===== src/rtl/cnt_all_one_tc.sv =====
// rtl/cnt_all_one_tc.sv - up-counter with registered terminal count, wrap pulse and sticky overflow
// Priority per cycle: clear, then load, then increment, else hold.
module cnt_all_one_tc #(
    parameter int width = 8,
    parameter int SAT   = 0
) (
    input  logic             clk_i,
    input  logic             rst_ni,
    input  logic             clr_i,
    input  logic             ld_i,
    input  logic [width-1:0] ld_val_i,
    input  logic             en_i,
    input  logic             ovf_clr_i,
    output logic [width-1:0] cnt_o,
    output logic             tc_o,
    output logic             wrap_o,
    output logic             ovf_o
);

    logic [width-1:0] r_cnt;
    logic             r_tc;
    logic             r_wrap;
    logic             r_ovf;

    logic [width-1:0] w_cnt_nxt;
    logic             w_tc_nxt;
    logic             w_wrap_nxt;
    logic             w_ovf_nxt;

    // r_tc already marks the current count as all-ones, so no second detector is needed
    always_comb begin
        w_cnt_nxt  = r_cnt;
        w_wrap_nxt = 1'b0;
        w_ovf_nxt  = r_ovf & ~ovf_clr_i;
        if (clr_i) begin
            w_cnt_nxt = '0;
            w_ovf_nxt = 1'b0;
        end else if (ld_i) begin
            w_cnt_nxt = ld_val_i;
        end else if (en_i) begin
            if (r_tc) begin
                w_ovf_nxt = 1'b1;
                if (SAT == 0) begin
                    w_cnt_nxt  = '0;
                    w_wrap_nxt = 1'b1;
                end
            end else begin
                w_cnt_nxt = r_cnt + width'(1);
            end
        end
    end

    assign w_tc_nxt = &w_cnt_nxt;

    always_ff @(posedge clk_i or negedge rst_ni) begin
        if (!rst_ni) begin
            r_cnt  <= '0;
            r_tc   <= 1'b0;
            r_wrap <= 1'b0;
            r_ovf  <= 1'b0;
        end else begin
            r_cnt  <= w_cnt_nxt;
            r_tc   <= w_tc_nxt;
            r_wrap <= w_wrap_nxt;
            r_ovf  <= w_ovf_nxt;
        end
    end

    assign cnt_o  = r_cnt;
    assign tc_o   = r_tc;
    assign wrap_o = r_wrap;
    assign ovf_o  = r_ovf;

endmodule

===== config.mk =====
export PLATFORM = sky130hd
export DESIGN_NAME = cnt_all_one_tc
export DESIGN_NICKNAME = d
export VERILOG_FILES = /design/src/rtl/cnt_all_one_tc.sv
export SDC_FILE = /design/constraint.sdc
export NUM_CORES = 1
export LEC_CHECK = 0
export BUFFER_PORTS_ARGS = -buffer_cell sky130_fd_sc_hd__buf_2
export CAP_MARGIN = 0
export CORE_MARGIN = 4
export CORE_UTILIZATION = 41
export CTS_CLUSTER_DIAMETER = 80
export DETAILED_ROUTE_END_ITERATION = 10
export PLACE_DENSITY_LB_ADDON = 0.25
export REMOVE_ABC_BUFFERS = 1
export SLEW_MARGIN = 15
export SYNTH_ARGS = -nofsm -noshare
export SYNTH_HDL_FRONTEND = slang
export SYNTH_SLANG_ARGS = --single-unit

===== constraint.sdc =====
create_clock -name clk_i -period 1.5 [get_ports clk_i]
set_input_delay 0.3 -clock clk_i [delete_from_list [all_inputs] [get_ports clk_i]]
set_output_delay 0.3 -clock clk_i [all_outputs]
set_load 0.005 [all_outputs]

==> metrics.md <==
| Metric | Value |
|---|---|
| Outcome | `complete, but fails checks` |
| Violated checks | `setup timing` |
| Syn. warnings | `0` |
| Slew margin rel. | `71.2%` |
| DRT Pass-1 Iters | `4` |
| Final Max Tran Viols | `0` |
| Top cell type's share of synthesized area | `42.5%` |
| Vias in the first global route | `643` |
| Vias/cell | `5.73` |
| Total Power | `0.000672 W` |
| Slew @ Worst Pin | `0.428 ns` |
| Placer Congestion | `0.795` |
| WL/cell | `15.2 um` |
| Worst EP arrival | `1.76 ns` |
| Count leader, synth | `dfrtp_1` |
| Post-synthesis sequential area ratio | `42.5%` |
| Worst EP required | `1.67 ns` |
| DRC | `0` |
| Tightest Hold Check Type | `input port to register` |
| Share of layout cells above drive strength 1 | `47.6%` |
| TritonCTS clock tree | `done` |
| Power Dens Cells | `722 nW/um^2` |
| Maximum VDD drop | `0.000537 V` |
| CTS max path bufs | `2` |
| CP max FO | `2` |
| Clk sinks | `11` |
| Worst Path Class, Setup | `register to register` |
| Worst-skew pair later-pin latency | `0.26 ns` |
| Buffers plus inverters on the worst setup path | `0` |
| Max_cap viols | `0` |
| Routed vias | `682` |
| Nets | `119` |
| Final Skew | `0.00627 ns` |
| Post-route minimum period | `1.59 ns` |
| Die H | `47.8 um` |
| H-tree depth | `1` |
| Port bufs | `24` |
| Unrepaired setup endpoints after global routing | `true` |
| Core Footprint | `1510 sq um` |
| Mapped Cells | `64` |
| Post-Route WL | `1810 um` |
| Final Util | `61.8%` |
| Crit path largest cell delay | `0.38 ns` |
| Cell taking the most area after synthesis | `dfrtp_1` |
| Setup_tns | `-0.0929 ns` |
| CTS buffer count | `3` |
| Final Cycle Share | `106%` |
| Area growth, synth to finish | `43.6%` |
| DP Cell Count | `113` |
| Static Leak | `0.476 nW` |
| Seq cells post-synth | `11` |
| Ports | `25` |
| Starting Density | `43.0%` |
| FMAX | `0.628 GHz` |
| Initial antenna violation count | `0` |
| Die X | `47.8 um` |
| DIE AREA | `2280 sq um` |
| Pin count of the biggest net entering global routing | `13` |
| Number of synthesized flops with an enable pin | `0` |
| Yosys cell types | `36` |
| Hpwl dp | `1350 um` |
| Ant diodes | `0` |
| Synth Flop Type | `dfrtp_1` |
| Clock Pin Slew Worst Setup and Hold Paths | `0.07 ns` |
| Number of DRC markers in iteration 0 | `15` |
| First-pass GRT wire length | `3020 um` |
| Final Hold Fails | `0` |
| Netlist area before placement | `648 sq um` |
| Global Route Usage Sum | `19.7%` |
| Mean Syn Cell Area | `10.1 sq um` |
| Fill cell count | `146` |
| Cell Rows | `14` |
| Synth top cells by count | `dfrtp_1, nand2_1, nand4_1` |
| Setup WS post-layout | `-0.0929 ns` |
| Non-filler cells, final | `119` |
| Flop2flop setup slack | `-0.09 ns` |
| CP delay by family, top | `simple AND/OR/NAND/NOR gates` |
| Crit-path cells | `ha_1, and3b_2, o311a_1, nor4b_4, nand4_1, nor4_2` |
| Worst-path cell with the longest stage delay | `dfrtp_1` |
| Endpoints failing setup | `1` |
| Synth top area cells | `dfrtp_1, xnor2_1, nand4_1` |
| Total gr overflow | `0` |
| Clk root buf | `clkbuf_4` |
| Crit start category | `register` |
| CP Capture Type | `register` |
| Synth async-reset ratio | `100%` |
| ANT nets after route | `0` |
## worst min-delay path, cell delays in order
cell      delay [ns]
buf_2           0.08
nand3_1         0.08
o311ai_2        0.10
## metal layers
layer	part of all wire [%]	GRT usage (%)
met1	45	27.2
met2	46	28.0
met3	7.8	6.39
met4	0.88	8.60
met5	0	0
## power breakdown
part / internal (W) / total, W / switching, W / leakage (nW)
Sequential: 0.000310 / 0.000324 / 0.0000141 / 0.147
Clock: 0.000103 / 0.000193 / 0.0000906 / 0.0150
Combinational: 0.0000790 / 0.000155 / 0.0000761 / 0.313
Total: 0.000492 / 0.000672 / 0.000181 / 0.476
## sequential cells by signal, indices dropped and copies added, names as in the netlist
name,cells
cnt_o,8
ovf_o,1
tc_o,1
wrap_o,1
## cell families (layout without fill, tap and decap cells)
family,count (synthesis),after routing,synth area share [%]
compound gates,11,11,13.3
xor+xnor,3,3,4.05
fa+ha+maj,1,1,1.93
buf+inv,6,45,4.63
flops,11,11,42.5
mux,2,2,3.28
simple gates,30,30,30.3
## metrics by stage
stage	cell area (sq um)	setup WS, ns	hold slack, ns
finish	931	-0.0929	0.342
global route	931	-0.186	0.340
CTS	931	-0.0813	0.331
detailed placement	860	-0.207	0.182
global placement	860	-0.167	0.184
floorplan	629	-0.147	0.00441
## area by class of cell
class                           instances  area (sq um)  share of cell area (%)
Tap cell                               16          20.0                    2.15
Clock buffer                            4          26.3                    2.82
Inverter                                3          11.3                    1.21
Multi-Input combinational cell         47           370                    39.8
Sequential cell                        11           275                    29.6
Timing Repair Buffer                   38           228                    24.5
## path summary, 6_finish.rpt
path | startpoint | endpoint | cells after the start
worst max-delay path | cnt_o[1]$_DFF_PN0_ | tc_o$_DFF_PN0_ | 6
min in group asynchronous | rst_ni | cnt_o[2]$_DFF_PN0_ | 2
worst min register to register | ovf_o$_DFF_PN0_ | ovf_o$_DFF_PN0_ | 1
worst min-delay path | ld_val_i[5] | cnt_o[5]$_DFF_PN0_ | 3
worst max register to register | cnt_o[1]$_DFF_PN0_ | tc_o$_DFF_PN0_ | 6
max in group asynchronous | rst_ni | ovf_o$_DFF_PN0_ | 2
## cell usage in the layout, fill, tap and decap left out, types with 2 or more instances in the layout
| master | n |
|---|---|
| nand2_1 | 4 |
| nand4_1 | 4 |
| dfrtp_1 | 11 |
| xnor2_1 | 3 |
| buf_2 | 24 |
| nor2_1 | 3 |
| buf_4 | 13 |
| and2_1 | 2 |
| nor3_1 | 3 |
| clkbuf_4 | 3 |
| inv_1 | 3 |
| a22oi_1 | 2 |
| nor2b_1 | 2 |
## what timing repair did
action                                  in CTS  in global routing
pin swaps                                    2                  0
hold endpoints to repair                    11                  0
setup buffers                                1                  0
endpoints found under the setup margin       1                  1
gates resized for setup                      4                  0
cloned                                       0                  0
hold buffers                                 1                  0
(Power assumes the default switching activity.)
